### config.mk
export PLATFORM = sky130hd
export DESIGN_NAME = cursor_blink_writer
export DESIGN_NICKNAME = d
export VERILOG_FILES = /design/src/rtl/cursor_blink_writer.sv
export SDC_FILE = /design/constraint.sdc
export NUM_CORES = 1
export LEC_CHECK = 0
export ABC_AREA = 1
export CORE_MARGIN = 4
export CORE_UTILIZATION = 54
export CTS_CLUSTER_SIZE = 28
export DETAILED_ROUTE_END_ITERATION = 10
export PLACE_DENSITY = 0.82
export SLEW_MARGIN = 20
export SYNTH_ARGS = -nofsm -noshare
export SYNTH_HDL_FRONTEND = slang
export SYNTH_SLANG_ARGS = --single-unit
### constraint.sdc
create_clock -name clk -period 7.95 [get_ports clk]
set_clock_uncertainty 0.1 [all_clocks]
set_input_delay 1.1925 -clock clk [delete_from_list [all_inputs] [get_ports clk]]
set_output_delay 1.1925 -clock clk [all_outputs]
set_load 0.01 [all_outputs]
### src/rtl/cursor_blink_writer.sv
// Blinks the paint cursor on the LED framebuffer. Each timer tick alternately draws the
// cursor in white or restores the saved pixel that was underneath it.
module cursor_blink_writer #(
  parameter int                 X_W          = 6,
  parameter int                 Y_W          = 6,
  parameter int                 COLOR_W      = 24,
  parameter logic [COLOR_W-1:0] CURSOR_COLOR = 24'hFFFFFF
) (
  input  logic                 clk,
  input  logic                 rst,
  input  logic                 init,
  input  logic                 cb_tick,
  input  logic [X_W-1:0]       cursor_x,
  input  logic [Y_W-1:0]       cursor_y,
  output logic                 rd_req,
  output logic [X_W+Y_W-1:0]   rd_addr,
  input  logic [COLOR_W-1:0]   rd_data,
  input  logic                 rd_valid,
  output logic                 wr_en,
  output logic [X_W+Y_W-1:0]   wr_addr,
  output logic [COLOR_W-1:0]   wr_data,
  input  logic                 wr_ack,
  output logic                 visible,
  output logic                 busy
);

  localparam int AW = X_W + Y_W;

  typedef enum logic [2:0] {
    IDLE,
    SAVE,
    DRAW,
    SHOWN,
    RESTORE,
    HIDDEN
  } state_t;

  // Why the cursor is being erased; decides where RESTORE goes once the write lands.
  typedef enum logic [1:0] {
    CAUSE_OFF,
    CAUSE_MOVE,
    CAUSE_TICK
  } cause_t;

  state_t             state;
  cause_t             cause;
  logic               tick_pend;
  logic [AW-1:0]      saved_addr;
  logic [COLOR_W-1:0] saved_pixel;

  logic [AW-1:0]      cur_pos;
  logic               moved;
  logic               tick_seen;

  assign cur_pos   = {cursor_y, cursor_x};
  assign moved     = (cur_pos != saved_addr);
  assign tick_seen = cb_tick | tick_pend;

  // NOTE: every state bit and output is assigned with <= so all outputs are true registers
  // and the reset branch clears them asynchronously without any combinational path.
  always_ff @(posedge clk or posedge rst) begin
    if (rst) begin
      state       <= IDLE;
      cause       <= CAUSE_OFF;
      tick_pend   <= 1'b0;
      saved_addr  <= '0;
      saved_pixel <= '0;
      rd_req      <= 1'b0;
      rd_addr     <= '0;
      wr_en       <= 1'b0;
      wr_addr     <= '0;
      wr_data     <= '0;
      visible     <= 1'b0;
      busy        <= 1'b0;
    end else begin
      case (state)
        IDLE: begin
          tick_pend <= 1'b0;
          if (init) begin
            state      <= SAVE;
            saved_addr <= cur_pos;
            rd_addr    <= cur_pos;
            rd_req     <= 1'b1;
            busy       <= 1'b1;
          end
        end

        SAVE: begin
          if (cb_tick) tick_pend <= 1'b1;
          if (rd_valid) begin
            rd_req      <= 1'b0;
            saved_pixel <= rd_data;
            if (init) begin
              state   <= DRAW;
              wr_en   <= 1'b1;
              wr_addr <= saved_addr;
              wr_data <= CURSOR_COLOR;
            end else begin
              // Nothing was drawn yet, so there is nothing to undo.
              state <= IDLE;
              busy  <= 1'b0;
            end
          end
        end

        DRAW: begin
          if (cb_tick) tick_pend <= 1'b1;
          if (wr_ack) begin
            state   <= SHOWN;
            wr_en   <= 1'b0;
            visible <= 1'b1;
            busy    <= 1'b0;
          end
        end

        SHOWN: begin
          if (!init || moved || tick_seen) begin
            state   <= RESTORE;
            busy    <= 1'b1;
            wr_en   <= 1'b1;
            wr_addr <= saved_addr;
            wr_data <= saved_pixel;
          end
          if (!init) begin
            cause <= CAUSE_OFF;
          end else if (moved) begin
            // A tick coinciding with a move is kept for the next blink decision.
            cause <= CAUSE_MOVE;
            if (cb_tick) tick_pend <= 1'b1;
          end else if (tick_seen) begin
            cause     <= CAUSE_TICK;
            tick_pend <= 1'b0;
          end
        end

        RESTORE: begin
          if (cb_tick) tick_pend <= 1'b1;
          if (wr_ack) begin
            wr_en   <= 1'b0;
            visible <= 1'b0;
            case (cause)
              CAUSE_MOVE: begin
                state      <= SAVE;
                saved_addr <= cur_pos;
                rd_addr    <= cur_pos;
                rd_req     <= 1'b1;
              end
              CAUSE_TICK: begin
                state <= HIDDEN;
                busy  <= 1'b0;
              end
              default: begin
                state <= IDLE;
                busy  <= 1'b0;
              end
            endcase
          end
        end

        HIDDEN: begin
          if (!init) begin
            state <= IDLE;
          end else if (tick_seen) begin
            state      <= SAVE;
            tick_pend  <= 1'b0;
            saved_addr <= cur_pos;
            rd_addr    <= cur_pos;
            rd_req     <= 1'b1;
            busy       <= 1'b1;
          end
        end

        default: begin
          state   <= IDLE;
          rd_req  <= 1'b0;
          wr_en   <= 1'b0;
          visible <= 1'b0;
          busy    <= 1'b0;
        end
      endcase
    end
  end

endmodule

======== Word-level counts from Yosys, hierarchy flattened ========
Cells that the tools add are included.
W data, S select, Z words.
operators by class
  equality and inequality tests ........... 23
  reductions and logical operators ........ 22
  mux-type cells .......................... 51
  bitwise logic cells ..................... 4
operators with widths
  kind                  number
  $mux W12              8
  $mux W24              3
  $pmux W24 S2          1
  $pmux W12 S3          1
  $ne A2 B2 Y1 const B  12
  $pmux W12 S2          1
  $mux W3               7
  $mux W1               19
  $pmux W3 S6           1
  $ne A12 B12 Y1        1
  $reduce_and A6 Y1     2
  $reduce_and A9 Y1     1
  $mux W2               4
  $pmux W1 S4           2
  $reduce_and A7 Y1     1
  $eq A3 B2 Y1 const B  2
  $eq A3 B3 Y1 const B  2
  $pmux W1 S6           1
  $pmux W3 S2           1
  $reduce_and A3 Y1     2
  $reduce_or A2 Y1      3
  $pmux W1 S5           1
  $reduce_and A5 Y1     1
  $reduce_and A2 Y1     2
  18 further kinds      21
storage, ports and cells
  input bits .............................. 42
  logic and storage cells ................. 111
  output and inout bits ................... 52
  register bits ........................... 82

======== Depth between registers and ports, before layout ========
Gate-level depths: netlist (run 1).
  depth in word-level cells ............... 5
  depth in mapped cells ................... 11
  mapped depth without buffers ............ 10

======== Least setup slack after synthesis (run 1) ========
No wires, ideal clock.
  path type ............................... input port to flip-flop
  from .................................... input cursor_y[5]
  to ...................................... register state[1]
  library setup time ...................... 0.127 ns
  path slack .............................. 5.527 ns
  path buffers ............................ 1
  stages .................................. 10
  arrival ................................. 2.196 ns
  required time ........................... 7.723 ns
  cells stage by stage .................... inv_1 nand2_1 nand2_1 nor2_1 nand2_1 nor2_1 nand4_2 buf_2 nand2_1 o21ai_0
on the way
  word-level cells in the longest chain between the ends .. 5
RTL lines
  item                                line  text
  from (decl)                         14    input logic [Y_W-1:0] cursor_y,
  $ne A12 B12 Y1                      56    assign moved = (cur_pos != saved_addr);
  $logic_or A1 B1 Y1 (2 in a row)     117   if (!init || moved || tick_seen) begin
  $ne A2 B2 Y1 (no source line)       -
  $reduce_and A6 Y1 (no source line)  -
  to (signal assigned)                109   state <= SHOWN;
  to (signal assigned)                118   state <= RESTORE;
  to (signal assigned)                143   state <= SAVE;
  to (decl)                           45    state_t state;
Every way passes these cells.
A chain may end at the register's enable or synchronous reset.

======== Final worst setup path (run 1) ========
  from .................................... input init
  to ...................................... register wr_en
on the way
  word-level cells in the longest chain between the ends .. 5
  elaborated cells on any way between the ends .. 6
  those cells by class .................... 2 x eq/ne; 4 x reduce/logical
RTL lines
  item                                    line  text
  from (decl)                             11    input logic init,
  $logic_not A1 Y1                        -
  $logic_or A1 B1 Y1 (2 in a row)         117
  $ne A2 B2 Y1 (no source line)           -
  $reduce_and A5 Y1 (no source line) (*)  -
  to (signal assigned)                    110   wr_en <= 1'b0;
  to (signal assigned)                    120   wr_en <= 1'b1;
  to (signal assigned)                    139   wr_en <= 1'b0;
  to (decl)                               19    output logic wr_en,
Every way passes the cells marked *; elsewhere a longest branch is shown, timed or not.

==> results.md, run 1 <==
- Hold Crit Endpoint: wr_data[7]
- CP Cell Sequence: clkdlybuf4s50_1 > inv_1 > nor3_1 > nand4_2 > nand3_4 > nand2_1
- First-pass GRT wire length: 15.6 mm
- Antenna violations before repair: 0
- Area Growth Syn to Fin: 29.8%
- Most numerous cell in the Yosys netlist: nand2_1
- Postcts setup bufs: 0
- GRT Resource Usage Total: 0.224
- Post-CTS sizing: 0
- Worst reg2reg startpoint: state[2]
- FF+latch count, synth: 82
- Minimum clock period: 3990 ps
- Final Cycle Share: 0.502
- Worst R2R Path Depth: 7
- Status: finished clean
- Depth of the CTS H-tree: 3
- Worst path bufs/invs: 2
- Grt ovf: 0
- Clock transition at path regs: 90 ps
- Placed wire-length estimate: 6.52 mm
- Delay-heaviest family, CP: simple AND/OR/NAND/NOR gates
- Hold_sp: wr_data[7]
- Ys flop type: dfrtp_1
- Critical path endpoint category: flop
- CP Launch Type: primary input
- Gpl congestion: 0.938
- Ranking of synthesized cells by area: dfrtp_1 (52%), nand2_1 (15%), nand4_1 (6.2%)
- Slowest CP cell: nand4_2
- Final Setup Violations: 0
- Largest net degree at the start of global routing: 83
- Biggest area consumer among synthesized cells: dfrtp_1
- Core Region: 6940 µm²
- Syn nets: 530
- Synth top area share: 0.519
- Sinks on Clock Net: 82
- Clock buffer depth: 2
- Worst Hold Slack: 384 ps
- Fmax achieved: 0.251 GHz
- Peak VDD IR: 0.000301 V
- # DRC: 0
- Initial core utilization: 0.569
- Final Hold Viols: 0
- Final-stage net count: 615
- Post-Synthesis Mean Instance Area: 8.13 µm²
- Post-synthesis async set-or-reset flop share: 1.00
- Worst-margin pin slew: 1120 ps
- Reg2reg setup slack: 4740 ps
- Slew Limit Headroom: 0.250
- Die area: 8750 µm²
- Vias in the first global route: 3312
- Hold/Removal Path Class: reg -> reg
- Critical path type: in -> reg
- Vias/cell: 5.26
- Vias: 3534
- Total of max-cap violations: 0
- CTS Buf Count: 9
- Finished Core Util: 0.739
- Clk Latency, worst-skew pair: 350 ps
- Synthesized area: 3950 µm²
- Routed WL: 9.57 mm
- FP Rows: 30
- Req. time, crit path: 8060 ps
- Worst reg2reg path endpoint: wr_en
- Crit path DAT: 4090 ps
- Seq/Total Area, Yosys: 0.519
- CP peak stage delay: 930 ps
- Mapped Cells: 486
- Stages on worst setup path: 6
- EDFF count, synth: 0
- Cell variety after synth: 29
- Die width: 93.6 µm
- Die Ht: 93.6 µm
- TritonRoute pass-1 iters: 5
- CTS root buffer: clkbuf_8
- DRT iter0 DRCs: 181
- Buffers on Ports: 93
- Per-cell routed wire length: 14.2 µm
- CTS tree: built
- CP Max Fanout: 41
- Hold depth: 2
- RSZ-0062 raised after global routing: false
- Post-DRT Antenna Nets: 0
- I/O Pins: 94
- Pwr/cell area: 426 nW/µm²
- N_diodes: 0
- # hold bufs at CTS: 0
- Pins Over Slew Limit: 0
- Setup TNS Final: 0 ps
- Synth Warn #: 0
- Share of layout cells above drive strength 1: 0.0972
- Leak: 2.55 nW
- Synth top cells by count: nand2_1 (163), dfrtp_1 (82), inv_1 (51), nand4_1 (39), nor2_1 (36)
state kept, by name, summed over array words and instances, names as in the netlist:
signal and flops:
busy 1, cause 2, rd_req 1, saved_addr 12, saved_pixel 24, state 3, tick_pend 1, visible 1
wr_addr 12, wr_data 24, wr_en 1
worst max path at each step:
stage	from	slack, ps	end
after floorplan	rst	4550	busy
after global placement	init	3810	wr_addr[2]
after detailed placement	cursor_y[2]	3690	wr_data[1]
after CTS	cursor_y[2]	4030	wr_en
after global routing	cursor_y[2]	3760	wr_en
final	init	3960	wr_en
placed cells by master (no fill, tap or decap), drive strengths merged:
cell,Yosys,routed
xnor2,4,4
o22ai,1,1
clkdlybuf4s50,0,93
nor3,4,4
ha,2,2
nand2,176,176
o21ai,17,17
buf,17,5
clkinv,0,2
nor2,39,39
nand3,13,13
inv,55,56
clkinvlp,0,3
a21boi,1,1
nand4,40,40
dfrtp,82,82
clkbuf,7,10
nor4,1,1
a21oi,27,27
per-stage QoR:
step | power, mW | area [µm²] | setup slack, ps | instances
after floorplan | 1.48 | 3950 | 4550 | 486
after global placement | 1.85 | 4920 | 3810 | 655
after detailed placement | 1.90 | 4920 | 3690 | 655
after CTS | 2.19 | 5100 | 4030 | 671
after global routing | 2.37 | 5130 | 3760 | 672
final | 2.18 | 5130 | 3960 | 672
power breakdown:
part	internal [mW]	switching, mW	total, mW	leakage, nW
clock	0.125	0.158	0.283	0.0855
combinational	0.495	0.636	1.13	1.50
sequential	0.626	0.144	0.771	0.955
total	1.25	0.939	2.18	2.55
routing by layer:
layer  track usage  wire [µm]  vias up
met5             0          0        -
met3        0.0338        457       21
li1              -          -     1715
met1         0.296       4040     1680
met2         0.371       4890      118
met4        0.0878        183        0
logic make-up (layout without fill, tap and decap cells):
group	Yosys count	count (layout)	share of synthesized area
AO/OA/AOI/OAI	46	46	0.0668
XOR/XNOR	4	4	0.00886
adder cells (fa/ha/maj)	2	2	0.00633
buffers and inverters	79	169	0.0829
flip-flops	82	82	0.519
AND/OR/NAND/NOR	273	273	0.316
worst reg2reg max path, cell delays in order (launching register included):
cell     delay [ps]
dfrtp_1         490
inv_2           150
nand2_4          90
nor2_2           90
buf_4           300
nand4_2         940
nand3_4         760
nand2_1         150
layout make-up:
class,instances,area (µm²)
clock buffers,10,138
inverters,55,208
multi-input cells,325,1580
clock inverters,6,48.8
flip-flops and latches,82,2050
fillers,530,1810
well taps,96,120
repair buffers,98,988
Power figures use the tool's default switching activity.
==> run 2: changes to the inputs <==
- CORE_UTILIZATION: 54 -> 45
- PLACE_DENSITY: 0.82 -> 0.72
- clock period: 7.95 -> 3.2 ns (I/O delays scaled with it)
==> run 2 against run 1 <==
Against the previous run: global-route usage fell by 2.9 points; power rose to 2.5 times the previous value; wire length rose by 0.48%; non-clock buffer count rose by 2; sequential power rose by 150%; sequential share of layout area fell by 0.47 points; die area rose by 18%; final cell count rose by 1.6%; hold slack got worse by 6.8 ps; utilization fell by 12 points; cell area rose by 1.2%.
==> results.md, run 2 (synthesis gave the netlist of run 1 again) <==
- Worst Hold Slack: 377 ps (-6.76 ps)
- Setup TNS Final: 0 ps (unchanged)
- Pins Over Slew Limit: 0 (unchanged)
- Die width: 102 µm (+8.7%)
- Placement Setup Slack: 597 ps (-3090 ps)
- Clock buffer depth: 2 (unchanged)
- First-pass GRT wire length: 16.0 mm (+2.9%)
- Per-cell routed wire length: 14.1 µm (-1.1%)
- Postcts setup bufs: 0 (unchanged)
- I/O Pins: 94 (unchanged)
- Placed wire-length estimate: 6.71 mm (+2.8%)
- Initial core utilization: 0.472 (-0.0976)
- Leak: 2.58 nW (+1.4%)
- Final Hold Viols: 0 (unchanged)
- # hold bufs at CTS: 0 (unchanged)
- TritonRoute pass-1 iters: 5 (unchanged)
- Final Instance Area: 5190 µm² (+1.2%)
- Placed Cells: 667 (+1.8%)
- Worst-margin pin slew: 703 ps (-419 ps)
- Non-Filler Instances: 683 (+1.6%)
- Final Cycle Share: 0.704
- FP Rows: 33 (+10%)
- CTS Buf Count: 9 (unchanged)
- Largest net degree at the start of global routing: 49 (-41%)
- Post-CTS sizing: 0 (unchanged)
- Area post-placement: 4960 µm² (+0.94%)
- Area Growth Syn to Fin: 31.3%
- Core Region: 8380 µm² (+21%)
- Vias/cell: 5.06 (-3.8%)
- Crit path DAT: 2380 ps (-1710 ps)
- Reg2reg setup slack: 980 ps (-3760 ps)
- Critical path type: in -> reg
- Antenna violations before repair: 0 (unchanged)
- Total of max-cap violations: 0 (unchanged)
- N_diodes: 0 (unchanged)
- RSZ-0062 raised after global routing: false
- Post-DRT Antenna Nets: 0 (unchanged)
- Critical path endpoint category: flop
- DRT iter0 DRCs: 121 (-33%)
- Minimum clock period: 2250 ps
- CP Launch Type: primary input
- Vias: 3456 (-2.2%)
- Sinks on Clock Net: 82 (unchanged)
- Power Total: 5.55 mW (+150%)
- Gpl congestion: 0.900 (-4.1%)
- Grt ovf: 0 (unchanged)
- Status: finished clean
- Most frequent cells in the layout: nand2_1 (163), clkdlybuf4s50_1 (93), dfrtp_1 (82), inv_1 (50), nand4_1 (39)
- Fmax achieved: 0.444 GHz
- Largest registers: saved_pixel (24), wr_data (24)
- Req. time, crit path: 3330 ps (-4730 ps)
- Setup slack after layout: 949 ps (-3010 ps)
- FILL cells: 773 (+46%)
- Hold/Removal Path Class: reg -> reg
- CTS tree: built
- Clock transition at path regs: 80 ps (about the same)
- Vias in the first global route: 3303 (-0.27%)
- Die area: 10300 µm² (+18%)
- Finished Core Util: 0.619 (-0.119)
- CP Max Fanout: 37 (-9.8%)
- Slew Limit Headroom: 0.531 (+0.281)
- Pwr/cell area: 1070 nW/µm² (+150%)
- Routed WL: 9.62 mm (+0.48%)
- Peak VDD IR: 0.000581 V (+93%)
- Die Ht: 102 µm (+8.7%)
- Leading cell type in the layout, fill and taps excluded: nand2_1
- Clk Latency, worst-skew pair: 340 ps (about the same)
- Final-stage net count: 617 (+0.33%)
- Share of layout cells above drive strength 1: 0.0986 (+0.00139)
- # DRC: 0 (unchanged)
- Depth of the CTS H-tree: 3 (unchanged)
- Final Setup Violations: 0 (unchanged)
- Buffers on Ports: 93 (unchanged)
- CTS root buffer: clkbuf_8
- GRT Resource Usage Total: 0.195 (-0.0286)
-- run 2: changes by cell type in the layout (fill, tap and decap cells not counted), sizes merged --
cell      previous run  this run
clkinvlp             3         0
buf                  5         7
bufinv               0         2
clkbuf              10        12
inv                 56        54
clkinv               2         3
-- run 2: layer usage --
layer | part of all wire | track usage | up-vias
met5 | 0 | 0 | -
met4 | 0.013 | 0.0511 | 0
met3 | 0.057 | 0.0448 | 12
met2 | 0.51 | 0.313 | 103
met1 | 0.42 | 0.268 | 1627
li1 | - | - | 1714
-- run 2: cell type report --
| type | count | area (µm²) | area share |
|---|---|---|---|
| multi-input combinational | 325 | 1580 | 0.303 |
| tap | 105 | 131 | 0.0253 |
| clock inverter | 4 | 73.8 | 0.0142 |
| clock buffer | 12 | 155 | 0.0299 |
| timing repair buffer | 100 | 996 | 0.192 |
| inverter | 55 | 208 | 0.0400 |
| sequential | 82 | 2050 | 0.395 |
-- run 2: worst max-delay path, stage by stage --
cell and delay (ps):
clkdlybuf4s50_1 530, inv_1 130, nand2_1 450, nand3_4 520, nand2_1 200, nand2_1 60
-- run 2: report_power, final --
group          switching (mW)  leakage, nW  internal, mW
combinational            1.57         1.51          1.24
clock                   0.358        0.117         0.483
sequential              0.338        0.955          1.56
total                    2.27         2.58          3.28
-- run 2: final timing paths --
kind                             from  cells after the start         endpoint
setup / recovery                 init                      6       wr_data[7]
hold / removal             wr_addr[1]                      2       wr_addr[1]
setup reg to reg             state[2]                      7       wr_data[7]
hold reg to reg            wr_addr[1]                      2       wr_addr[1]
max in group asynchronous         rst                      3  saved_pixel[10]
min in group asynchronous         rst                      2      wr_data[16]
